### src/rtl/riscv_lsu.sv
// Load/store unit: bridges the core data port to a word-wide memory with a ready handshake,
// handling byte lanes, load extension, misalignment and bus timeouts.
module riscv_lsu #(
  parameter int unsigned TIMEOUT_CYCLES = 16
) (
  input  logic        clk_i,
  input  logic        rst_i,
  input  logic        core_req_i,
  input  logic        core_we_i,
  input  logic [2:0]  core_size_i,
  input  logic [31:0] core_addr_i,
  input  logic [31:0] core_wd_i,
  output logic [31:0] core_rd_o,
  output logic        core_stall_o,
  output logic        mem_req_o,
  output logic        mem_we_o,
  output logic [3:0]  mem_be_o,
  output logic [31:0] mem_addr_o,
  output logic [31:0] mem_wd_o,
  input  logic [31:0] mem_rd_i,
  input  logic        mem_ready_i,
  output logic        misalign_o,
  output logic        bus_err_o
);

  localparam int CW = (TIMEOUT_CYCLES > 2) ? $clog2(TIMEOUT_CYCLES) : 1;
  localparam logic [CW-1:0] CNT_LAST = CW'(TIMEOUT_CYCLES - 1);

  typedef enum logic {IDLE, BUSY} state_t;

  state_t        state;
  logic [31:0]   addr_q;
  logic [31:0]   wd_q;
  logic [2:0]    size_q;
  logic          we_q;
  logic [CW-1:0] cnt_q;

  logic          faulty;
  logic          timeout_hit;
  logic [7:0]    ld_byte;
  logic [15:0]   ld_half;
  logic [31:0]   ld_ext;

  always_comb begin
    case (core_size_i)
      3'd0, 3'd4: faulty = 1'b0;
      3'd1, 3'd5: faulty = core_addr_i[0];
      3'd2:       faulty = |core_addr_i[1:0];
      default:    faulty = 1'b1;
    endcase
  end

  assign timeout_hit = (TIMEOUT_CYCLES != 0) && (cnt_q == CNT_LAST);

  // Pick the addressed lane out of the read word, then extend by funct3[2] (unsigned variants).
  always_comb begin
    case (addr_q[1:0])
      2'd0:    ld_byte = mem_rd_i[7:0];
      2'd1:    ld_byte = mem_rd_i[15:8];
      2'd2:    ld_byte = mem_rd_i[23:16];
      default: ld_byte = mem_rd_i[31:24];
    endcase
    ld_half = addr_q[1] ? mem_rd_i[31:16] : mem_rd_i[15:0];
    case (size_q)
      3'd0:    ld_ext = {{24{ld_byte[7]}}, ld_byte};
      3'd4:    ld_ext = {24'd0, ld_byte};
      3'd1:    ld_ext = {{16{ld_half[15]}}, ld_half};
      3'd5:    ld_ext = {16'd0, ld_half};
      default: ld_ext = mem_rd_i;
    endcase
  end

  always_comb begin
    core_rd_o    = '0;
    core_stall_o = 1'b0;
    mem_req_o    = 1'b0;
    mem_we_o     = 1'b0;
    mem_be_o     = '0;
    mem_addr_o   = '0;
    mem_wd_o     = '0;
    misalign_o   = 1'b0;
    bus_err_o    = 1'b0;
    if (!rst_i) begin
      case (state)
        IDLE: begin
          if (core_req_i) begin
            misalign_o   = faulty;
            core_stall_o = !faulty;
          end
        end
        BUSY: begin
          mem_req_o  = 1'b1;
          mem_we_o   = we_q;
          mem_addr_o = {addr_q[31:2], 2'b00};
          case (size_q[1:0])
            2'd0:    mem_wd_o = {4{wd_q[7:0]}};
            2'd1:    mem_wd_o = {2{wd_q[15:0]}};
            default: mem_wd_o = wd_q;
          endcase
          if (!we_q) begin
            mem_be_o = 4'b1111;
          end else begin
            case (size_q[1:0])
              2'd0:    mem_be_o = 4'b0001 << addr_q[1:0];
              2'd1:    mem_be_o = addr_q[1] ? 4'b1100 : 4'b0011;
              default: mem_be_o = 4'b1111;
            endcase
          end
          // Ready takes priority over a timeout landing in the same cycle.
          if (mem_ready_i) begin
            core_rd_o = ld_ext;
          end else if (timeout_hit) begin
            bus_err_o = 1'b1;
          end else begin
            core_stall_o = 1'b1;
          end
        end
        default: ;
      endcase
    end
  end

  always_ff @(posedge clk_i) begin
    if (rst_i) begin
      state  <= IDLE;
      addr_q <= '0;
      wd_q   <= '0;
      size_q <= '0;
      we_q   <= 1'b0;
      cnt_q  <= '0;
    end else begin
      case (state)
        IDLE: begin
          if (core_req_i && !faulty) begin
            addr_q <= core_addr_i;
            wd_q   <= core_wd_i;
            size_q <= core_size_i;
            we_q   <= core_we_i;
            cnt_q  <= '0;
            state  <= BUSY;
          end
        end
        BUSY: begin
          if (mem_ready_i || timeout_hit) begin
            state <= IDLE;
          end else begin
            cnt_q <= cnt_q + 1'b1;
          end
        end
        default: state <= IDLE;
      endcase
    end
  end

endmodule

### config.mk
export PLATFORM = sky130hd
export DESIGN_NAME = riscv_lsu
export DESIGN_NICKNAME = d
export VERILOG_FILES = /design/src/rtl/riscv_lsu.sv
export SDC_FILE = /design/constraint.sdc
export NUM_CORES = 1
export LEC_CHECK = 0
export ABC_AREA = 1
export CORE_UTILIZATION = 44
export CTS_CLUSTER_SIZE = 28
export DETAILED_ROUTE_END_ITERATION = 10
export PLACE_DENSITY_LB_ADDON = 0.05
export SYNTH_ARGS = -nofsm -noshare
export SYNTH_HDL_FRONTEND = slang
export SYNTH_SLANG_ARGS = --single-unit
### constraint.sdc
create_clock -name clk_i -period 2.8 [get_ports clk_i]
set_clock_uncertainty 0.15 [all_clocks]
set_input_delay 0.56 -clock clk_i [delete_from_list [all_inputs] [get_ports clk_i]]
set_output_delay 0.56 -clock clk_i [all_outputs]
set_load 0.01 [all_outputs]
==> impl_metrics.yaml <==
status:
  status: "complete, no violations"
routing:
  viasPerCell: 5.14
  num_vias: 5154
  drt-initial-drc-count: 303
  route.detailed.drc: 0
  wl_per_cell_um: 13.9
  drt-total-wl_um: 13900
  firstDrtPassIters: 5
  postRouteAntennaNets: 0
global_route:
  grt_pass1_wl_um: 21800
  antenna_found_initial: 0
  first_global_vias: 4494
  grt_max_degree: 74
  grt_overflow: 0
  grt_usage_pct: 26.9
worst_setup_path:
  cp_num_buf_inv: 4
  arrival_ns: 2.05
  crit_start: "mem_rd_i[31]"
  cp-end-kind: "output pin"
  cp_data_required_time_ns: 2.09
  crit_path_start_kind: "input port"
  rr_startpoint: "state$_SDFF_PP0_"
  crit_slowest_cell: "clkdlybuf4s50_1"
  crit_type: "in -> out"
  cp_max_fo: 6
  crit_family: "buffers and inverters"
  path_cells: "clkdlybuf4s50_1, inv_1, nand2_1, nand2_1, nor2_1, nor2_1, nand2_4, nand2_4, buf_12, nor2_1, clkdlybuf4s15_1"
  crit_path_max_incr_delay_ns: 0.48
  cp_common_cell: "nor2_1"
power:
  power_density_mw_per_mm2: 383
  ir_drop_v: 0.000300
  power_leakage_nw: 2.68
place:
  hpwl_um: 10200
  port_buffers: 206
  placed_cell_area_mm2: 0.00646
  preCtsSetupSlack_ns: -0.240
  place_congestion: 0.858
finish:
  final_area_mm2: 0.00668
  layout_common_cells: "clkdlybuf4s50_1 (171), nand2_1 (158), nor2_1 (113)"
  final_common_cell: "clkdlybuf4s50_1"
  drive_above_1_share_pct: 9.39
  syn_to_final_growth_pct: 57.7
  antenna_cells: 0
  fillers: 802
  nets: 974
floorplan:
  die_w_um: 100
  start_util_pct: 45.6
  num_io_pins: 209
  num_rows: 35
  die_h_um: 100
  dieArea_mm2: 0.0100
  core_region_area_mm2: 0.00928
yosys:
  ys_seq_area_share_pct: 34.5
  synth_seq_cells: 73
  netlist_area_mm2: 0.00423
  yosysUniqueCellTypes: 30
  syn-instance-count: 676
  yosysWarnings: 0
  syn_area_per_cell_um2: 6.26
clock_tree:
  cts_buffers: 9
  cts.sinks: 73
  cts.reportedPaths.clkPinSlew_ns: 0.07
  cts_setup_buffers: 0
  insertion_delay_ns: 0.33
  clockBufferDepth: 2
  cts_tree: "done"
  root_buffer: "clkbuf_8"
  htree_levels: 3
timing:
  period_needed_ns: 2.76
  drv_slew: 0
  worstMarginPinSlew_ns: 0.725
  relSlewSlack_pct: 51.7
  finalHoldViolCount: 0
  period_share_pct: 98.5
  max_freq_ghz: 0.363
  setup_ws_ns: 0.0416
  setup_viol: 0
job:
  maxCapViolations: 0
worst_hold_path:
  min_path_type: "reg -> reg"
  min_from: "wd_q[20]$_SDFFE_PP0P_"
==> report_power, final <==
group	total (mW)	internal [mW]	switching, mW
Clock	0.910	0.503	0.407
Combinational	0.525	0.250	0.275
Sequential	1.12	1.09	0.0345
Total	2.56	1.84	0.717
==> logic make-up after synthesis <==
logic type                 Yosys count  synth area share [%]
and+or+nand+nor                    381                  39.5
xor gates and xnor gates             2                 0.414
AOI/OAI and AO/OA                  131                  16.3
other                                1                0.0886
adders and majority gates            1                 0.295
buffers and inverters               87                  8.84
DFF                                 73                  34.5
==> final cells by class <==
class	count	area, um^2	area share (%)
clock buffers	9	124	1.85
clock inverters	6	91.3	1.37
inverters	35	136	2.04
multi-input cells	517	2440	36.6
flip-flops and latches	73	1460	21.9
well taps	129	161	2.42
repair buffers	233	2260	33.8
==> cell usage after synthesis <==
master    instances  area share [%]
clkbuf_1         29             2.6
nor2_1          113              10
conb_1            1           0.089
xor2_1            2            0.41
clkinv_1          1           0.089
buf_1             5            0.44
a31oi_1           1            0.15
nor2_2            4            0.59
a21oi_1         103              12
nand3_2           1            0.24
buf_2            11             1.3
nor4_1            1            0.15
o221ai_1          7             1.4
nand3_4           1            0.41
a211oi_1          1            0.18
nor2_4           11             2.9
buf_8             1            0.35
nand3_1          84             9.9
nor3_1            3            0.35
inv_2             8            0.71
o22ai_1           1            0.15
o21ai_2           1            0.21
nand2_1         159              14
nand2_2           2            0.30
ha_1              1            0.30
buf_4             6             1.1
dfxtp_1          73              35
o21ai_0          17             2.0
inv_1            26             2.3
nand2_4           2            0.53
==> layer usage <==
layer  vias to the layer above  track usage (%)  wire length, um
met3                        18             5.85             1130
met1                      2347             35.7             6020
met4                         0             7.80              258
met2                       212             44.2             6540
met5                         -                0                0
li1                       2577                -                -
==> metrics by stage <==
| step | hold slack [ns] | util (%) | power, mW | setup TNS, ns | instances |
|---|---|---|---|---|---|
| 2_1_floorplan | 0.287 | - | 1.40 | 0 | 677 |
| 3_3_place_gp | 0.297 | 69.6 | 1.65 | -4.59 | 987 |
| 3_5_place_dp | 0.305 | 69.6 | 1.66 | -5.46 | 987 |
| 4_1_cts | 0.318 | 71.5 | 2.57 | -0.0190 | 1002 |
| 5_1_grt | 0.332 | 71.9 | 2.67 | -0.0735 | 1002 |
| 6_report | 0.315 | 71.9 | 2.56 | 0 | 1002 |
==> sequential cells by signal, summed over array words and instances, names as in the netlist <==
signal	count
cnt_q	4
wd_q	32
state	1
we_q	1
size_q	3
addr_q	32
==> path summary, 6_finish.rpt <==
kind / endpoint / slack [ns] / depth (start not counted)
worst min-delay path: wd_q[20]$_SDFFE_PP0P_ / 0.32 / 2
worst min register to register: wd_q[20]$_SDFFE_PP0P_ / 0.32 / 2
worst max register to register: wd_q[6]$_SDFFE_PP0P_ / 0.81 / 5
worst max-delay path: core_rd_o[20] / 0.04 / 11
==> worst reg2reg max path, cell delays in order, from the launching register on <==
cell	delay [ns]
dfxtp_1	0.32
buf_4	0.24
nor2_4	0.16
buf_4	0.58
nand3_1	0.25
a21oi_1	0.22
==> what timing repair did <==
action,CTS,global route
gates resized for setup,34,23
setup endpoints to repair,41,35
hold buffers,0,0
Note: power is estimated with default switching activity, not from simulation.
==> RTL edit 1: new RTL, same flow settings <==
The parameter `TIMEOUT_CYCLES` goes from 16 to 32.
--- a/src/rtl/riscv_lsu.sv
+++ b/src/rtl/riscv_lsu.sv
@@ -3,3 +3,3 @@
 module riscv_lsu #(
-  parameter int unsigned TIMEOUT_CYCLES = 16
+  parameter int unsigned TIMEOUT_CYCLES = 32
 ) (
Function: same outputs for any inputs over 4 cycles, from zero or initial values and one cycle with rst_i high; that may be too few to reach the edited logic, so the function may still have changed.
==> RTL edit 1 against the unedited design <==
- worst setup slack lost 5.5 ps
- highest routed layer unchanged
- routed wire length shrank 3.8%
- sequential cell count grew 1
- synthesized cell count shrank 10%
- synthesized area shrank 5.1%
- cell area shrank 1.5%
- total power grew 3.7%
- sequential power grew 4%
- via count shrank 5.9%
==> RTL edit 1: results (changes against the unedited design) <==
- Met3 routed WL: 1130 um (+0.71%)
- Vias per cell: 5.19 (+0.95%)
- P_leak: 3.42 nW (+28%)
- Register area share after synthesis: 36.9% (+2.4 points)
- Synth cell types: 34 (+13%)
- Routability Congestion: 0.881 (+2.8%)
- Final cell count without fillers: 934 (-6.8%)
- Routed WL: 13400 um (-3.8%)
- Post-place setup slack: -252 ps (-12.1 ps)
- Hold WS: 307 ps (-8.69 ps)
- Met3 usage: 7.55% (+1.7 points)
- Status: complete, no violations
- Vias in the first global route: 4580 (+1.9%)
- Ranking of synthesized cells by area: dfxtp_1, a21oi_1, o21ai_0
- M1 GR Usage: 32.1% (-3.7 points)
- HPWL after DPL: 9920 um (-2.4%)
- Avg Inst Size Synth: 6.61 um2 (+5.5%)
- Crit-path max FO: 26 (+20)
- Share of cells above drive strength 1: 10.3% (+0.90 points)
- Initial drt markers: 213 (-30%)
- Sw power: 0.741 mW (+3.5%)
- Worst IR Drop VDD: 0.321 mV (+7.1%)
- Crit Reg-Reg Endpoint: wd_q[11]
- Biggest regs: addr_q (32), wd_q (32), cnt_q (5)
- Hold EP: addr_q[10]
-- RTL edit 1: cell count changes in the layout (fill, tap and decap cells not counted), sizes merged, moves of 2 or more --
cell / unedited run / this run
nand2: 163 / 59
clkdlybuf4s50: 171 / 103
o21ai: 18 / 82
nand3: 86 / 27
inv: 36 / 85
dlygate4sd2: 22 / 62
dlymetal6s2s: 1 / 30
nor2: 128 / 114
o211ai: 0 / 8
buf: 28 / 34
a21oi: 103 / 101
clkbuf: 11 / 13
xor2: 2 / 0
-- RTL edit 1: area by class of cell --
cell class                      count  area [um2]
Timing Repair Buffer              240        2350
Fill cell                         738        2190
Multi-Input combinational cell    412        2060
Sequential cell                    74        1480
Inverter                           82         313
Tap cell                          108         135
Clock buffer                       11         131
Clock inverter                      5        86.3
Timing Repair inverter              2        17.5
-- RTL edit 1: timing repair --
item	CTS	global route
gates cloned	2	0
setup buffers	1	2
setup endpoints to repair	87	53
resized for setup	90	46
pin swaps	1	3
-- RTL edit 1: power groups by stage --
stage | sequential [mW] | clock [mW] | combinational (mW)
after floorplan | 1.17 | 0 | 0.293
after global placement | 1.18 | 0 | 0.562
after detailed placement | 1.18 | 0 | 0.576
after CTS | 1.16 | 0.918 | 0.577
after global routing | 1.17 | 0.967 | 0.636
final | 1.16 | 0.910 | 0.581
-- RTL edit 1: cells by family (layout without fill, tap and decap cells) --
family                   after synthesis  in the layout  share of synthesized area (%)
AO/OA/AOI/OAI                        203            203                           26.8
adder cells (fa/ha/maj)                2              2                          0.623
buffers and inverters                123            340                           13.1
flip-flops                            74             74                           36.9
other                                  1              2                         0.0933
AND/OR/NAND/NOR                      205            205                           22.5
-- RTL edit 1: critical path, stage by stage --
cell             delay (ps)
clkdlybuf4s50_1         430
inv_2                   110
nand2_8                 120
buf_12                  200
nor2_1                   90
clkdlybuf4s50_1         530
==> RTL edit 2: new RTL, same settings <==
Without the edit above. Put a register stage on the output `bus_err_o`, cleared by the reset. The value now appears one clock later. The other outputs are not delayed to match.
--- a/src/rtl/riscv_lsu.sv
+++ b/src/rtl/riscv_lsu.sv
@@ -29,2 +29,4 @@
   typedef enum logic {IDLE, BUSY} state_t;
+
+  logic bus_err_d;
 
@@ -81,3 +83,3 @@
     misalign_o   = 1'b0;
-    bus_err_o    = 1'b0;
+    bus_err_d    = 1'b0;
     if (!rst_i) begin
@@ -112,3 +114,3 @@
           end else if (timeout_hit) begin
-            bus_err_o = 1'b1;
+            bus_err_d = 1'b1;
           end else begin
@@ -154,2 +156,10 @@
 
+  always_ff @(posedge clk_i) begin
+    if (rst_i) begin
+      bus_err_o <= '0;
+    end else begin
+      bus_err_o <= bus_err_d;
+    end
+  end
+
 endmodule
Function: no difference found for any inputs over 4 cycles, from zero or initial values and one cycle with rst_i high; that may be too few to reach the edited logic, so the function may still have changed.
==> RTL edit 2 against the unedited design <==
- routed wire length grew 1.4%
- total power is 0.66% higher
- synthesized area shrank 0.80%
- cell area decreased by 1.3%
- first-iteration DRC count decreased by 23%
- non-clock buffer count fell by 3
- worst setup slack gained 25 ps
- sequential cell count up 1
- cell count shrank 1.5%
- register-to-register slack worse by 30 ps
- count of clock-buffer cells in the layout did not move
- critical path type unchanged
- largest power group unchanged
- highest routed layer unchanged
==> RTL edit 2: results (changes against the unedited design) <==
- Worst hold start: rst_i
- Fill count: 826 (+3.0%)
- Multi-In Gates: 508 (-1.7%)
- Critical Path Max Stage Delay: 520 ps (+40 ps)
- Register area share after synthesis: 35.3% (+0.75 points)
- Met3 routed WL: 1200 um (+6.4%)
- Placement-stage cell area: 6360 um2 (-1.5%)
- Post-synth top flop: dfxtp_1
- Clock-cell share: 3.25% (+0.023 points)
- Worst setup margin: 66.8 ps (+25.3 ps)
- Ranking of synthesized cells by area: dfxtp_1, nand2_1, nor2_1
- Leading cell types by count after synthesis: nand2_1, nor2_1, nand3_1
- Register bit total from synthesis: 74 (+1.4%)
- Initial drt markers: 233 (-23%)
- Met2 WL: 6730 um (+2.9%)
- Hold WC Path Type: in -> reg
- NonClk Buf Share: 33.7% (-0.15 points)
- Number of non-clock inverters in the layout: 31 (-11%)
- Vias in the first global route: 4665 (+3.8%)
- R2R Path Start: state
- Total area of sequential cells: 1490 um2 (+1.5%)
- Routability Congestion: 0.854 (-0.38%)
- HPWL after DPL: 10100 um (-0.67%)
- Crit Reg-Reg Endpoint: addr_q[0]
- Root Buffer Master: clkbuf_8
- Hold EP: cnt_q[3]
- Crit-path max FO: 16 (+10)
- Share of cells above drive strength 1: 9.32% (-0.069 points)
- Cell total after placement: 970 (-1.7%)
- Global-route wire length before repair: 22800 um (+4.6%)
- M1 GR Usage: 35.4% (-0.29 points)
- P_leak: 2.66 nW (-0.98%)
- Status: complete, no violations
- Final cell count without fillers: 987 (-1.5%)
- Crit path DAT: 2020 ps (-30 ps)
- Met3 usage: 7.17% (+1.3 points)
- Worst Tran Pin Value: 741 ps (+15.3 ps)
- Post-place setup slack: -294 ps (-53.9 ps)
- Avg Inst Size Synth: 6.32 um2 (+0.84%)
- Nonclk buf count: 230 (-1.3%)
- CP Capture Point: core_rd_o[26]
- Routed WL: 14100 um (+1.4%)
- GRT Resource Usage Total: 28.5% (+1.5 points)
- Fraction of area in multi-input gates: 36.2% (-0.38 points)
- Power per standard cell area: 390 nW/um2 (+2.0%)
- Final #Nets: 959 (-1.5%)
- Reg2Reg Setup Slack: 780 ps (-30 ps)
- Setup crit start: mem_rd_i[15]
- WL met1: 5790 um (-3.7%)
- Via count: 5173 (+0.37%)
- Worst IR Drop VDD: 0.286 mV (-4.9%)
==> RTL edit 2: kinds of logic after synthesis <==
| group | synth area share [%] |
|---|---|
| AO/OA/AOI/OAI | 16.3 |
| XOR/XNOR | 0.417 |
| adder cells (fa/ha/maj) | 0.298 |
| buffers and inverters | 9.26 |
| flip-flops | 35.3 |
| other | 0.0893 |
| AND/OR/NAND/NOR | 38.4 |
==> RTL edit 2: stage by stage <==
step | setup TNS, ps | hold WS [ps]
CTS | 0 | 237
detailed placement | -6360 | 303
finish | 0 | 248
global placement | -4750 | 297
global route | -0.441 | 244
floorplan | 0 | 287
==> RTL edit 2: power by group <==
group	internal [mW]	leakage, nW	switching [mW]
clock network	0.501	0.106	0.403
logic	0.254	1.95	0.278
registers	1.10	0.604	0.0361
==> RTL edit 2: what timing repair did <==
action | in CTS | in global routing
gates cloned | 0 | 0
hold buffers | 0 | 0
setup endpoints to repair | 49 | 34
gates resized for setup | 40 | 27
setup buffers | 2 | 0
pin swaps | 0 | 1
